## src/rtl/mdu_seq_if.sv

```systemverilog
// Execute-stage <-> multiply/divide sequencer bus: launch/op/operands/mt* toward the sequencer, status and HI/LO back.
// The CPU controller drives the master side; the sequencer is the slave.
interface mdu_seq_if #(
    parameter int XLEN = 32
);
    logic            start;
    logic [1:0]      op;
    logic [XLEN-1:0] Read_data_1;
    logic [XLEN-1:0] Read_data_2;
    logic            flush;
    logic            mthi;
    logic            mtlo;
    logic            busy;
    logic            done;
    logic            div_zero;
    logic [XLEN-1:0] HI;
    logic [XLEN-1:0] LO;

    modport master (
        output start, op, Read_data_1, Read_data_2, flush, mthi, mtlo,
        input  busy, done, div_zero, HI, LO
    );

    modport slave (
        input  start, op, Read_data_1, Read_data_2, flush, mthi, mtlo,
        output busy, done, div_zero, HI, LO
    );
endinterface

```

## src/rtl/mdu_seq.sv

```systemverilog
// Iterative mult/multu/div/divu sequencer owning HI/LO; one shared 34-bit add/sub, 32 iterations + 1 sign cycle.
// Latency: start at E0 -> HI/LO and done after E33 (div-by-zero: done after E0); MDU_EARLY_OUT_EN shortens multiplies.
// Backpressure: busy stalls issue; start while busy is dropped, flush aborts CALC/SIGN with HI/LO untouched.
module mdu_seq #(
    parameter int XLEN   = 32,
    parameter int ITER_W = 6
) (
    input  logic       clock,
    input  logic       reset,
    mdu_seq_if.slave   bus
);
    localparam int W = XLEN;

    typedef enum logic [1:0] {IDLE, CALC, SIGN} state_t;

    state_t            state;
    logic [1:0]        op_q;
    logic              neg_res;
    logic              neg_rem;
    logic [W-1:0]      opnd;
    logic [W-1:0]      acc_hi;
    logic [W-1:0]      acc_lo;
    logic [ITER_W-1:0] cnt;
    logic [W-1:0]      hi_q;
    logic [W-1:0]      lo_q;
    logic              busy_q;
    logic              done_q;
    logic              dz_q;

    // Operand capture
    logic         sgn_op;
    logic         a_neg;
    logic         b_neg;
    logic [W-1:0] mag_a;
    logic [W-1:0] mag_b;
    logic         start_ok;

    assign sgn_op   = ~bus.op[0];
    assign a_neg    = sgn_op & bus.Read_data_1[W-1];
    assign b_neg    = sgn_op & bus.Read_data_2[W-1];
    assign mag_a    = a_neg ? (~bus.Read_data_1 + 1'b1) : bus.Read_data_1;
    assign mag_b    = b_neg ? (~bus.Read_data_2 + 1'b1) : bus.Read_data_2;
    assign start_ok = bus.start & ~bus.flush;

    // Shared datapath: multiply adds the multiplicand into the upper half, divide trial-subtracts
    // the divisor from the remainder shifted left by one.
    logic         is_div;
    logic         sub;
    logic [W+1:0] add_a;
    logic [W+1:0] add_b;
    logic [W+1:0] add_sum;
    logic [W-1:0] nxt_hi;
    logic [W-1:0] nxt_lo;
    logic         last;
    logic         finish;
    logic         rem_ok;

    assign is_div = op_q[1];
    assign sub    = is_div;
    assign last   = (cnt == ITER_W'(W - 1));

`ifdef MDU_EARLY_OUT_EN
    logic [W-1:0]      rem_mask;
    logic [ITER_W-1:0] out_sh;
    logic [2*W-1:0]    aligned;
    logic              mul_early;
`endif

    always_comb begin
        add_a  = '0;
        add_b  = '0;
        nxt_hi = acc_hi;
        nxt_lo = acc_lo;
        rem_ok = 1'b0;
        if (is_div) begin
            add_a = {1'b0, acc_hi, acc_lo[W-1]};
            add_b = {2'b00, opnd};
        end else begin
            add_a = {2'b00, acc_hi};
            add_b = acc_lo[0] ? {2'b00, opnd} : '0;
        end
        add_sum = add_a + (add_b ^ {(W+2){sub}}) + {{(W+1){1'b0}}, sub};
        if (is_div) begin
            rem_ok = ~add_sum[W+1];
            nxt_hi = rem_ok ? add_sum[W-1:0] : {acc_hi[W-2:0], acc_lo[W-1]};
            nxt_lo = {acc_lo[W-2:0], rem_ok};
        end else begin
            nxt_hi = add_sum[W:1];
            nxt_lo = {add_sum[0], acc_lo[W-1:1]};
        end
        finish = last;
`ifdef MDU_EARLY_OUT_EN
        // Multiplier bits still to be consumed sit in the low (W-1-cnt) bits of nxt_lo; once they are
        // all zero only shifts remain, so apply them in one step.
        rem_mask  = {W{1'b1}} >> (cnt + ITER_W'(1));
        out_sh    = ITER_W'(W - 1) - cnt;
        aligned   = {nxt_hi, nxt_lo} >> out_sh;
        mul_early = ~is_div & ((nxt_lo & rem_mask) == '0);
        if (mul_early) begin
            nxt_hi = aligned[2*W-1:W];
            nxt_lo = aligned[W-1:0];
            finish = 1'b1;
        end
`endif
    end

    // Sign fix-up
    logic [2*W-1:0] prod_neg;
    logic [W-1:0]   res_hi;
    logic [W-1:0]   res_lo;

    always_comb begin
        prod_neg = ~{acc_hi, acc_lo} + 1'b1;
        if (is_div) begin
            res_hi = neg_rem ? (~acc_hi + 1'b1) : acc_hi;
            res_lo = neg_res ? (~acc_lo + 1'b1) : acc_lo;
        end else begin
            res_hi = neg_res ? prod_neg[2*W-1:W] : acc_hi;
            res_lo = neg_res ? prod_neg[W-1:0]   : acc_lo;
        end
    end

    always_ff @(posedge clock or posedge reset) begin
        if (reset) begin
            state   <= IDLE;
            op_q    <= '0;
            neg_res <= 1'b0;
            neg_rem <= 1'b0;
            opnd    <= '0;
            acc_hi  <= '0;
            acc_lo  <= '0;
            cnt     <= '0;
            hi_q    <= '0;
            lo_q    <= '0;
            busy_q  <= 1'b0;
            done_q  <= 1'b0;
            dz_q    <= 1'b0;
        end else begin
            done_q <= 1'b0;
            case (state)
                IDLE: begin
                    if (start_ok) begin
                        if (bus.op[1] && (bus.Read_data_2 == '0)) begin
                            dz_q   <= 1'b1;
                            done_q <= 1'b1;
                        end else begin
                            dz_q    <= 1'b0;
                            op_q    <= bus.op;
                            neg_res <= a_neg ^ b_neg;
                            neg_rem <= a_neg;
                            opnd    <= bus.op[1] ? mag_b : mag_a;
                            acc_hi  <= '0;
                            acc_lo  <= bus.op[1] ? mag_a : mag_b;
                            cnt     <= '0;
                            busy_q  <= 1'b1;
                            state   <= CALC;
                        end
                    end else if (!bus.start) begin
                        if (bus.mthi) hi_q <= bus.Read_data_1;
                        if (bus.mtlo) lo_q <= bus.Read_data_1;
                    end
                end
                CALC: begin
                    if (bus.flush) begin
                        busy_q <= 1'b0;
                        state  <= IDLE;
                    end else begin
                        acc_hi <= nxt_hi;
                        acc_lo <= nxt_lo;
                        cnt    <= cnt + ITER_W'(1);
                        if (finish) state <= SIGN;
                    end
                end
                SIGN: begin
                    busy_q <= 1'b0;
                    state  <= IDLE;
                    if (!bus.flush) begin
                        hi_q   <= res_hi;
                        lo_q   <= res_lo;
                        done_q <= 1'b1;
                    end
                end
                default: begin
                    busy_q <= 1'b0;
                    state  <= IDLE;
                end
            endcase
        end
    end

    assign bus.busy     = busy_q;
    assign bus.done     = done_q;
    assign bus.div_zero = dz_q;
    assign bus.HI       = hi_q;
    assign bus.LO       = lo_q;
endmodule

```

## src/flat_wrapper.sv

```systemverilog
// flat-port wrapper written by rule: the top's interface ports become plain ports
module mdu_seq_flat 
#(
    parameter int XLEN   = 32,
    parameter int ITER_W = 6
)
  (clock, reset, bus_start, bus_op, bus_Read_data_1, bus_Read_data_2, bus_flush, bus_mthi, bus_mtlo, bus_busy, bus_done, bus_div_zero, bus_HI, bus_LO);
  mdu_seq_if #(.XLEN(XLEN)) bus_i ();
  input  logic clock;
  input  logic reset;
  input wire logic [$bits(bus_i.start)-1:0] bus_start;
  input wire logic [$bits(bus_i.op)-1:0] bus_op;
  input wire logic [$bits(bus_i.Read_data_1)-1:0] bus_Read_data_1;
  input wire logic [$bits(bus_i.Read_data_2)-1:0] bus_Read_data_2;
  input wire logic [$bits(bus_i.flush)-1:0] bus_flush;
  input wire logic [$bits(bus_i.mthi)-1:0] bus_mthi;
  input wire logic [$bits(bus_i.mtlo)-1:0] bus_mtlo;
  output wire logic [$bits(bus_i.busy)-1:0] bus_busy;
  output wire logic [$bits(bus_i.done)-1:0] bus_done;
  output wire logic [$bits(bus_i.div_zero)-1:0] bus_div_zero;
  output wire logic [$bits(bus_i.HI)-1:0] bus_HI;
  output wire logic [$bits(bus_i.LO)-1:0] bus_LO;
  assign bus_i.start = bus_start;
  assign bus_i.op = bus_op;
  assign bus_i.Read_data_1 = bus_Read_data_1;
  assign bus_i.Read_data_2 = bus_Read_data_2;
  assign bus_i.flush = bus_flush;
  assign bus_i.mthi = bus_mthi;
  assign bus_i.mtlo = bus_mtlo;
  assign bus_busy = bus_i.busy;
  assign bus_done = bus_i.done;
  assign bus_div_zero = bus_i.div_zero;
  assign bus_HI = bus_i.HI;
  assign bus_LO = bus_i.LO;
  mdu_seq #(.XLEN(XLEN), .ITER_W(ITER_W)) u_core (.clock(clock), .reset(reset), .bus(bus_i));
endmodule
```

## config.mk

```make
export PLATFORM = sky130hd
export DESIGN_NAME = mdu_seq_flat
export DESIGN_NICKNAME = d
export VERILOG_FILES = /design/src/rtl/mdu_seq_if.sv /design/src/rtl/mdu_seq.sv /design/src/flat_wrapper.sv
export SDC_FILE = /design/constraint.sdc
export NUM_CORES = 1
export LEC_CHECK = 0
export ABC_AREA = 0
export BUFFER_PORTS_ARGS = -buffer_cell sky130_fd_sc_hd__clkbuf_2
export CAP_MARGIN = 20
export CORE_MARGIN = 3
export CORE_UTILIZATION = 66
export CTS_CLUSTER_DIAMETER = 60
export DETAILED_ROUTE_END_ITERATION = 8
export GPL_ROUTABILITY_DRIVEN = 0
export HOLD_SLACK_MARGIN = 0.12
export MAX_ROUTING_LAYER = met4
export PLACE_DENSITY = 0.85
export SYNTH_ARGS = -nofsm -noshare
export SYNTH_HDL_FRONTEND = slang
export SYNTH_SLANG_ARGS = --single-unit
```

## constraint.sdc

```tcl
create_clock -name clock -period 8.65 [get_ports clock]
set_input_delay 1.73 -clock clock [delete_from_list [all_inputs] [get_ports clock]]
set_output_delay 1.73 -clock clock [all_outputs]
set_load 0.1 [all_outputs]
```

[Word level (Yosys, flattened, before mapping)]
Index checks and enable logic that the tools add are counted.
W data, S select, Z words.
Storage, ports and cells
  register bits: 175
  input bits: 72
  output and inout bits: 67
  logic and storage cells: 111
Cells by class
  add/subtract/negate cells: 8
  equality and inequality tests: 13
  multiplexer cells: 51
  bitwise gates (word level): 14
  reduce and logical (&&, ||, !) cells: 12
Operator list (count)
  $mux W32: 28
  $pmux W32 S2: 4
  $add A32 B1 Y32 const B: 4
  $not A32 Y32: 4
  $add A64 B1 Y64 const B: 1
  $not A64 Y64: 1
  $add A33 B34 Y34: 1
  $add A34 B1 Y34: 1
  $mux W34: 1
  $xor A34 B34 Y34: 1
  $mux W33: 1
  $logic_not A32 Y1: 1
  $mux W6: 3
  $ne A2 B2 Y1 const B: 8
  $pmux W6 S2: 1
  $reduce_and A5 Y1: 2
  $reduce_and A3 Y1: 3
  $mux W2: 4
  $add A6 B1 Y6 const B: 1
  $eq A6 B5 Y1 const B: 1
  $mux W1: 6
  $not A1 Y1: 4
  $pmux W1 S2: 2
  $pmux W2 S2: 1
  other kinds (11): 14

[Logic depth before layout (Yosys ltp)]
Gate-level depths: netlist of the first run.
  depth in word-level cells: 9
  gate-level depth with buffers: 20
  mapped depth without buffers: 15

[Worst setup path after synthesis of the first run]
Ideal clock, no wire load.
  kind: register -> register
  start: register u_core.op_q[1]
  end: register u_core.acc_hi[30]
  setup time: 122 ps
  data arrival time: 4295 ps
  required time: 8528 ps
  path slack: 4234 ps
  stages on the path, launching flop included: 16
  buffers on the path: 5
  clock period less this slack: 4416 ps
  cells stage by stage: dfrtp_1 -> buf_2 -> buf_1 -> buf_1 -> clkbuf_1 -> mux2_2 -> ha_1 -> and4_1 -> and2_1 -> a311o_1 -> o21a_1 -> o311a_1 -> nand2b_4 -> buf_6 -> or3_1 -> a32o_1
Between the ends
  cells in the longest elaborated chain, start to end: 8
  elaborated cells on any way between the ends: 9
  those cells by class: add/sub: 2; mux: 6; bitwise: 1
RTL lines
  start: declaration: line mdu_seq.sv:17  | logic [1:0] op_q;
  start signal: assignment: line mdu_seq.sv:148  | op_q <= bus.op;
  $mux W34: line mdu_seq.sv:75  | if (is_div) begin
  $xor A34 B34 Y34: line mdu_seq.sv:82  | add_sum = add_a + (add_b ^ {(W+2){sub}}) + {{(W+1){1'b0}}, sub};
  $add A33 B34 Y34: line mdu_seq.sv:82
  $add A34 B1 Y34: line mdu_seq.sv:82
  $mux W32: line mdu_seq.sv:85  | nxt_hi = rem_ok ? add_sum[W-1:0] : {acc_hi[W-2:0], acc_lo[W-1]};
  $mux W32 (*): line mdu_seq.sv:83  | if (is_div) begin
  $mux W32 (*): line mdu_seq.sv:164  | if (bus.flush) begin
  $pmux W32 S2 (*): line mdu_seq.sv:140  | case (state)
  end signal: assignment: line mdu_seq.sv:168  | acc_hi <= nxt_hi;
  end: declaration: line mdu_seq.sv:21  | logic [W-1:0] acc_hi;
Every way passes the cells marked *; elsewhere a longest branch is shown, timed or not. The select of a mux whose other input is x is not followed.
A chain may end at the register's enable or synchronous reset.

[Final worst setup path of the first run]
Ends and elaborated chain as after synthesis.

==> impl_metrics.ini, run 1 <==
[global_route]
grt_first_pass_wirelength_microns = 69700
grt_pass1_vias = 12600
grtUsageMet1_pct = 56.3
gr-max-usage-layer = met1
track_usage_pct = 40.6
grt-ovfl-total = 0
antenna_found_initial = 0
use_met3_pct = 9.55
use_met2_pct = 55.4
grt_max_degree = 106

[setup_path]
crit_family = compound AO/OA/AOI/OAI gates
critical_path.slowest_cell = dfrtp_4
cp_max_fo = 60
cp.arrival_ns = 5.28
crit_chain = buf_4, nand2_1, o21ai_0, inv_1, fa_1, nand2b_1, a21oi_1, o22ai_1, o21ai_0, a21oi_1, o21ai_0, mux2i_1, nand4_1, a32o_1
worst_path_most_repeated_cell = o21ai_0
critical-path-max-stage-delay_ns = 0.78
crit_type = flip-flop to flip-flop
required_ns = 8.98
startpoint_type = flip-flop
endpoint_kind = flip-flop
cp_num_buf_inv = 2

[route]
via_count = 14500
firstDrtPassIters = 7
avgViaCountPerCell = 6.79
postRouteWirelength_microns = 46500
routedWlPerCell_microns = 21.8
ant_nets = 0
drcViolationCount = 0
drt-initial-drc-count = 2419

[sta]
fin_tns_setup_ns = 0
finalSetupViolations = 0
fin_ws_ns = 3.70
rsz0062_at_grt = no
skew_ns = 0.0131
finalHoldViolCount = 0
fin_crit_sh_pct = 57.3
final_max_slew_viol_count = 0
fmax_mhz = 202
tightest_slew_ns = 1.05
fin_crit_ns = 4.95
whs_ns = 0.473
max_slew_margin_pct = 29.7

[synth]
synth_area_leader_cell = dfrtp_1
yosysMostFrequentCell = o21ai_0
yosys-top-cells-count = o21ai_0 (229), nand2_1 (223), nor2_1 (196)
synth_flop_cell = dfrtp_1
seq_area_frac_synth_pct = 31.1
syn-instance-count = 1812
synth_area_sq_um = 14000
synthArstFlopShare_pct = 100
ys_warn_count = 0
synth_top_area_share_pct = 31.1
synth_area_leaders = dfrtp_1 (31%), o21ai_0 (8.2%), nand2_1 (6.0%)
synth_edf_count = 0
synth_fp_nets = 1921
syn_avg_cell_area_sq_um = 7.72
ys_ff_latch = 174
synth_cell_types = 73

[cts]
cts_max_level = 4
post_cts_buffers = 0
cts_root_buffer = clkbuf_16
cts_tree = done
cts_sinks = 174
clk_latency_ns = 0.45
clk_pin_slew_worst_paths_ns = 0.07
clock_path_buffers = 2
cts-resized-gates = 0
cts_buffers = 17
ctsHoldBuffers = 0

[cells_and_area]
area_delta_synth_final_pct = 8.75
finish.instance_area_sq_um = 15200
drive_above_1_share_pct = 12.7
final_nets = 1955
regArea_sq_um = 4360
multiInputGateArea_sq_um = 8980
antenna_cells = 0
fillers = 1576

[floorplan]
die_x_microns = 152
start_util_pct = 68.1
die_h_microns = 152
fp.dieArea_sq_um = 23000
coreArea_sq_um = 20600
num_rows = 52
ios = 139

[pwr]
ir_worst_vdd_mv = 0.179
p_per_area_nw_per_um2 = 313
p_leak_nw = 6.55

[placement]
pre_cts_ws_ns = 3.62
hpwl_microns = 34500
placedInstanceArea_sq_um = 14600
io_buffer_count = 138

[hold_path]
hp-class = flip-flop to flip-flop

[run_status]
status = finished clean

[job]
cap_violations = 0
cell usage in the layout, fill, tap and decap left out, types with 14 or more instances in the layout:
cell type and count:
a21oi_1 159, nor2b_1 14, nor4_1 17, clkbuf_16 17, xor2_1 65, a22oi_1 22
o21ai_0 229, clkbuf_2 137, nand2_1 222, a21o_1 17, o31ai_1 35, nor2_1 194
nand3_1 20, mux2i_1 60, nor3_1 37, inv_1 32, a211oi_1 22, dfrtp_1 173
ha_1 36, a31oi_1 29, xnor2_1 80, mux2_2 32
flip-flops by register name, summed over array words and instances (netlist names):
register             flops
u_core.acc_hi           32
u_core.acc_lo           32
u_core.bus.HI           32
u_core.bus.LO           32
u_core.opnd             32
u_core.cnt               6
u_core.state             2
u_core.bus.busy          1
u_core.bus.div_zero      1
u_core.bus.done          1
u_core.neg_rem           1
u_core.neg_res           1
u_core.op_q              1
layout make-up:
cell class | instances | area share, %
Inverter | 34 | 0.872
Clock buffer | 18 | 2.82
Sequential cell | 174 | 28.6
Timing Repair Buffer | 152 | 5.41
Clock inverter | 14 | 1.00
Multi-Input combinational cell | 1467 | 59.0
Tap cell | 270 | 2.22
report_power, final:
group	switching (mW)	internal, mW
Combinational	1.76	0.848
Clock	0.372	0.409
Sequential	0.353	1.01
Total	2.49	2.27
metrics by stage:
stage                     power [mW]  instances  util, %
after floorplan                 3.16       1812        -
after global placement          3.78       2095     71.0
after detailed placement        3.85       2095     71.0
after CTS                       4.63       2127     73.8
after global routing            4.99       2129     74.0
final                           4.76       2129     74.0
logic make-up after synthesis:
family,after synthesis,share of synthesized area (%)
flops,174,31.1
xor+xnor,145,9.08
mux,92,6.87
compound gates,600,25.6
fa+ha+maj,37,3.36
buf+inv,171,4.82
simple gates,593,19.2
path summary, 6_finish.rpt:
| kind | start | endpoint | slack (ns) | cells after the start |
|---|---|---|---|---|
| max | u_core.op_q[1] | u_core.acc_hi[30] | 3.70 | 14 |
| min | u_core.cnt[5] | u_core.state[1] | 0.47 | 1 |
| max reg2reg | u_core.op_q[1] | u_core.acc_hi[30] | 3.70 | 14 |
| min reg2reg | u_core.cnt[5] | u_core.state[1] | 0.47 | 1 |
| max in group asynchronous | reset | u_core.op_q[1] | 5.47 | 3 |
| min in group asynchronous | reset | u_core.bus.HI[29] | 1.43 | 2 |
layer usage:
metal  part of all wire [%]  routed length, microns
met1                     39                   18100
met2                     41                   19000
met3                     14                    6530
met4                    6.2                    2900
met5                      0                       0
(Power assumes the default switching activity.)
==> run 2: changes to the inputs <==
--- a/config.mk
+++ b/config.mk
@@ -5,17 +5,17 @@
 export SDC_FILE = /design/constraint.sdc
 export NUM_CORES = 1
 export LEC_CHECK = 0
-export ABC_AREA = 0
+export ABC_AREA = 1
 export BUFFER_PORTS_ARGS = -buffer_cell sky130_fd_sc_hd__clkbuf_2
 export CAP_MARGIN = 20
 export CORE_MARGIN = 3
-export CORE_UTILIZATION = 66
+export CORE_UTILIZATION = 62
 export CTS_CLUSTER_DIAMETER = 60
 export DETAILED_ROUTE_END_ITERATION = 8
 export GPL_ROUTABILITY_DRIVEN = 0
 export HOLD_SLACK_MARGIN = 0.12
 export MAX_ROUTING_LAYER = met4
-export PLACE_DENSITY = 0.85
+export PLACE_DENSITY = 0.79
 export SYNTH_ARGS = -nofsm -noshare
 export SYNTH_HDL_FRONTEND = slang
 export SYNTH_SLANG_ARGS = --single-unit
==> constraint.sdc (replaced) <==
create_clock -name clock -period 4.9 [get_ports clock]
set_input_delay 0.98 -clock clock [delete_from_list [all_inputs] [get_ports clock]]
set_output_delay 0.98 -clock clock [all_outputs]
set_load 0.1 [all_outputs]
==> run 2 against run 1 <==
The flow now finishes with violations (design-rule violations). Synthesized cell count up 52%. Hold slack better by 0.015 ns. Clock skew up 0.0023 ns. Critical path type unchanged. Largest power group unchanged.
==> impl_metrics.ini, run 2 <==
[run_status]
status = finished with violations
failed_checks = design-rule violations

[cells_and_area]
fin_util_pct = 69.4
drive_above_1_share_pct = 9.50
final_cell_mix = nand2_1 (758), nor2_1 (388), nand3_1 (296)
area_delta_synth_final_pct = 8.38
finish.instance_area_sq_um = 17800
final_nets = 2916
final_common_cell = nand2_1

[floorplan]
ios = 139
start_util_pct = 64.1
die_x_microns = 169
die_h_microns = 169
fp.dieArea_sq_um = 28500
coreArea_sq_um = 25600
num_rows = 58

[cts]
cts_root_buffer = clkbuf_16
cts_tree = done
cts_max_level = 4
clock_path_buffers = 2
cts_sinks = 174
ctsHoldBuffers = 0
clk_pin_slew_worst_paths_ns = 0.08
cts-resized-gates = 0
clk_latency_ns = 0.45
post_cts_buffers = 0
cts_buffers = 17

[setup_path]
cp.arrival_ns = 4.16
crit_chain = buf_4, o21ai_0, ha_1, nand2_1, inv_1, nand2_1, nand2_1, a21oi_1, nand3_2, nand2_2, nand2_4, inv_2, nor2_1, o21bai_1, o21ai_0
startpoint_type = flip-flop
critical-path-max-stage-delay_ns = 0.75
cp_num_buf_inv = 3
critical_path.slowest_cell = buf_4
crit_family = buffers and inverters
endpoint_kind = flip-flop
worst_path_most_repeated_cell = nand2_1
required_ns = 5.20
crit_type = flip-flop to flip-flop
cp_max_fo = 99

[placement]
placedInstanceArea_sq_um = 17100
io_buffer_count = 138
pre_cts_ws_ns = 1.16
hpwl_microns = 48700

[synth]
ys_ff_latch = 174
syn_avg_cell_area_sq_um = 5.98
yosys-top-cells-count = nand2_1 (758), nor2_1 (388), nand3_1 (296)
syn-instance-count = 2746
synth_fp_nets = 2855
yosysMostFrequentCell = nand2_1
synthArstFlopShare_pct = 100
seq_area_frac_synth_pct = 26.5
synth_cell_types = 53
ys_warn_count = 0
synth_top_area_share_pct = 26.5
synth_area_leaders = dfrtp_1 (27%), nand2_1 (17%), nand3_1 (9.0%)
synth_area_leader_cell = dfrtp_1
synth_area_sq_um = 16400
synth_edf_count = 0
synth_flop_cell = dfrtp_1

[sta]
max_slew_margin_pct = 29.2
tightest_slew_ns = 1.06
finalSetupViolations = 0
fin_tns_setup_ns = 0
fmax_mhz = 259
fin_ws_ns = 1.03
fin_crit_sh_pct = 78.9
fin_crit_ns = 3.87
finalHoldViolCount = 0
final_max_slew_viol_count = 0
rsz0062_at_grt = no
skew_ns = 0.0154

[global_route]
grt-ovfl-total = 0
grt_first_pass_wirelength_microns = 95700
grt_max_degree = 175
track_usage_pct = 44.1
antenna_found_initial = 3
grt_pass1_vias = 17100

[pwr]
p_per_area_nw_per_um2 = 581
p_leak_nw = 8.80
power_mw = 10.3
ir_worst_vdd_mv = 0.433

[route]
ant_nets = 0
drcViolationCount = 2
firstDrtPassIters = 9
via_count = 19700
avgViaCountPerCell = 6.24
drt-initial-drc-count = 2955
routedWlPerCell_microns = 20.0
postRouteWirelength_microns = 63100

[job]
cap_violations = 0

[hold_path]
hp-class = flip-flop to flip-flop
-- run 2: worst min-delay path: cells and delay by family, from the launching register on --
kind,cells,cell delay [ns]
compound gates,1,0.06
flops,1,0.35
simple gates,1,0.05
-- run 2: kinds of logic (layout without fill, tap and decap cells) --
family	count (synthesis)	in the layout	synth area share (%)
AO/OA/AOI/OAI	520	520	17.4
XOR/XNOR	61	61	3.26
adder cells (fa/ha/maj)	37	37	2.87
buffers and inverters	392	466	9.71
flip-flops	174	174	26.5
other	0	4	0
AND/OR/NAND/NOR	1562	1562	40.3
-- run 2: final cells by class --
class                           instances  area, sq um
Antenna cell                            4         10.0
Clock buffer                           17          425
Clock inverter                         15          161
Fill cell                            2394         7830
Inverter                              277         1050
Multi-Input combinational cell       2180        10500
Sequential cell                       174         4360
Tap cell                              330          413
Timing Repair Buffer                  157          898
-- run 2: final timing paths --
kind	cells after the start	from	slack [ns]	end
max in group asynchronous	3	reset	3.31	u_core.op_q[1]
worst min register to register	2	u_core.bus.LO[4]	0.49	u_core.bus.LO[4]
worst max-delay path	15	u_core.op_q[1]	1.03	u_core.acc_hi[6]
min in group asynchronous	3	reset	0.74	u_core.bus.LO[18]
worst max register to register	15	u_core.op_q[1]	1.03	u_core.acc_hi[6]
worst min-delay path	2	u_core.bus.LO[4]	0.49	u_core.bus.LO[4]
-- run 2: through the flow --
step,std cells,hold WS (ns)
after global placement,3116,0.465
after floorplan,2746,0.452
after CTS,3148,0.494
after detailed placement,3116,0.475
final,3154,0.488
after global routing,3154,0.515
-- run 2: report_power, final --
group | internal [mW] | leakage (nW) | switching, mW
combinational | 1.70 | 6.42 | 4.81
clock | 0.688 | 0.284 | 0.713
sequential | 1.83 | 2.10 | 0.593
total | 4.22 | 8.80 | 6.12
-- run 2: routing by layer --
| layer | global-route usage [%] | share of wire (%) | vias to the layer above |
|---|---|---|---|
| met5 | - | 0 | - |
| met4 | 18.3 | 5.5 | 0 |
| met3 | 13.4 | 17 | 224 |
| met2 | 59.0 | 39 | 1575 |
| met1 | 61.8 | 39 | 8757 |
| li1 | - | - | 9112 |
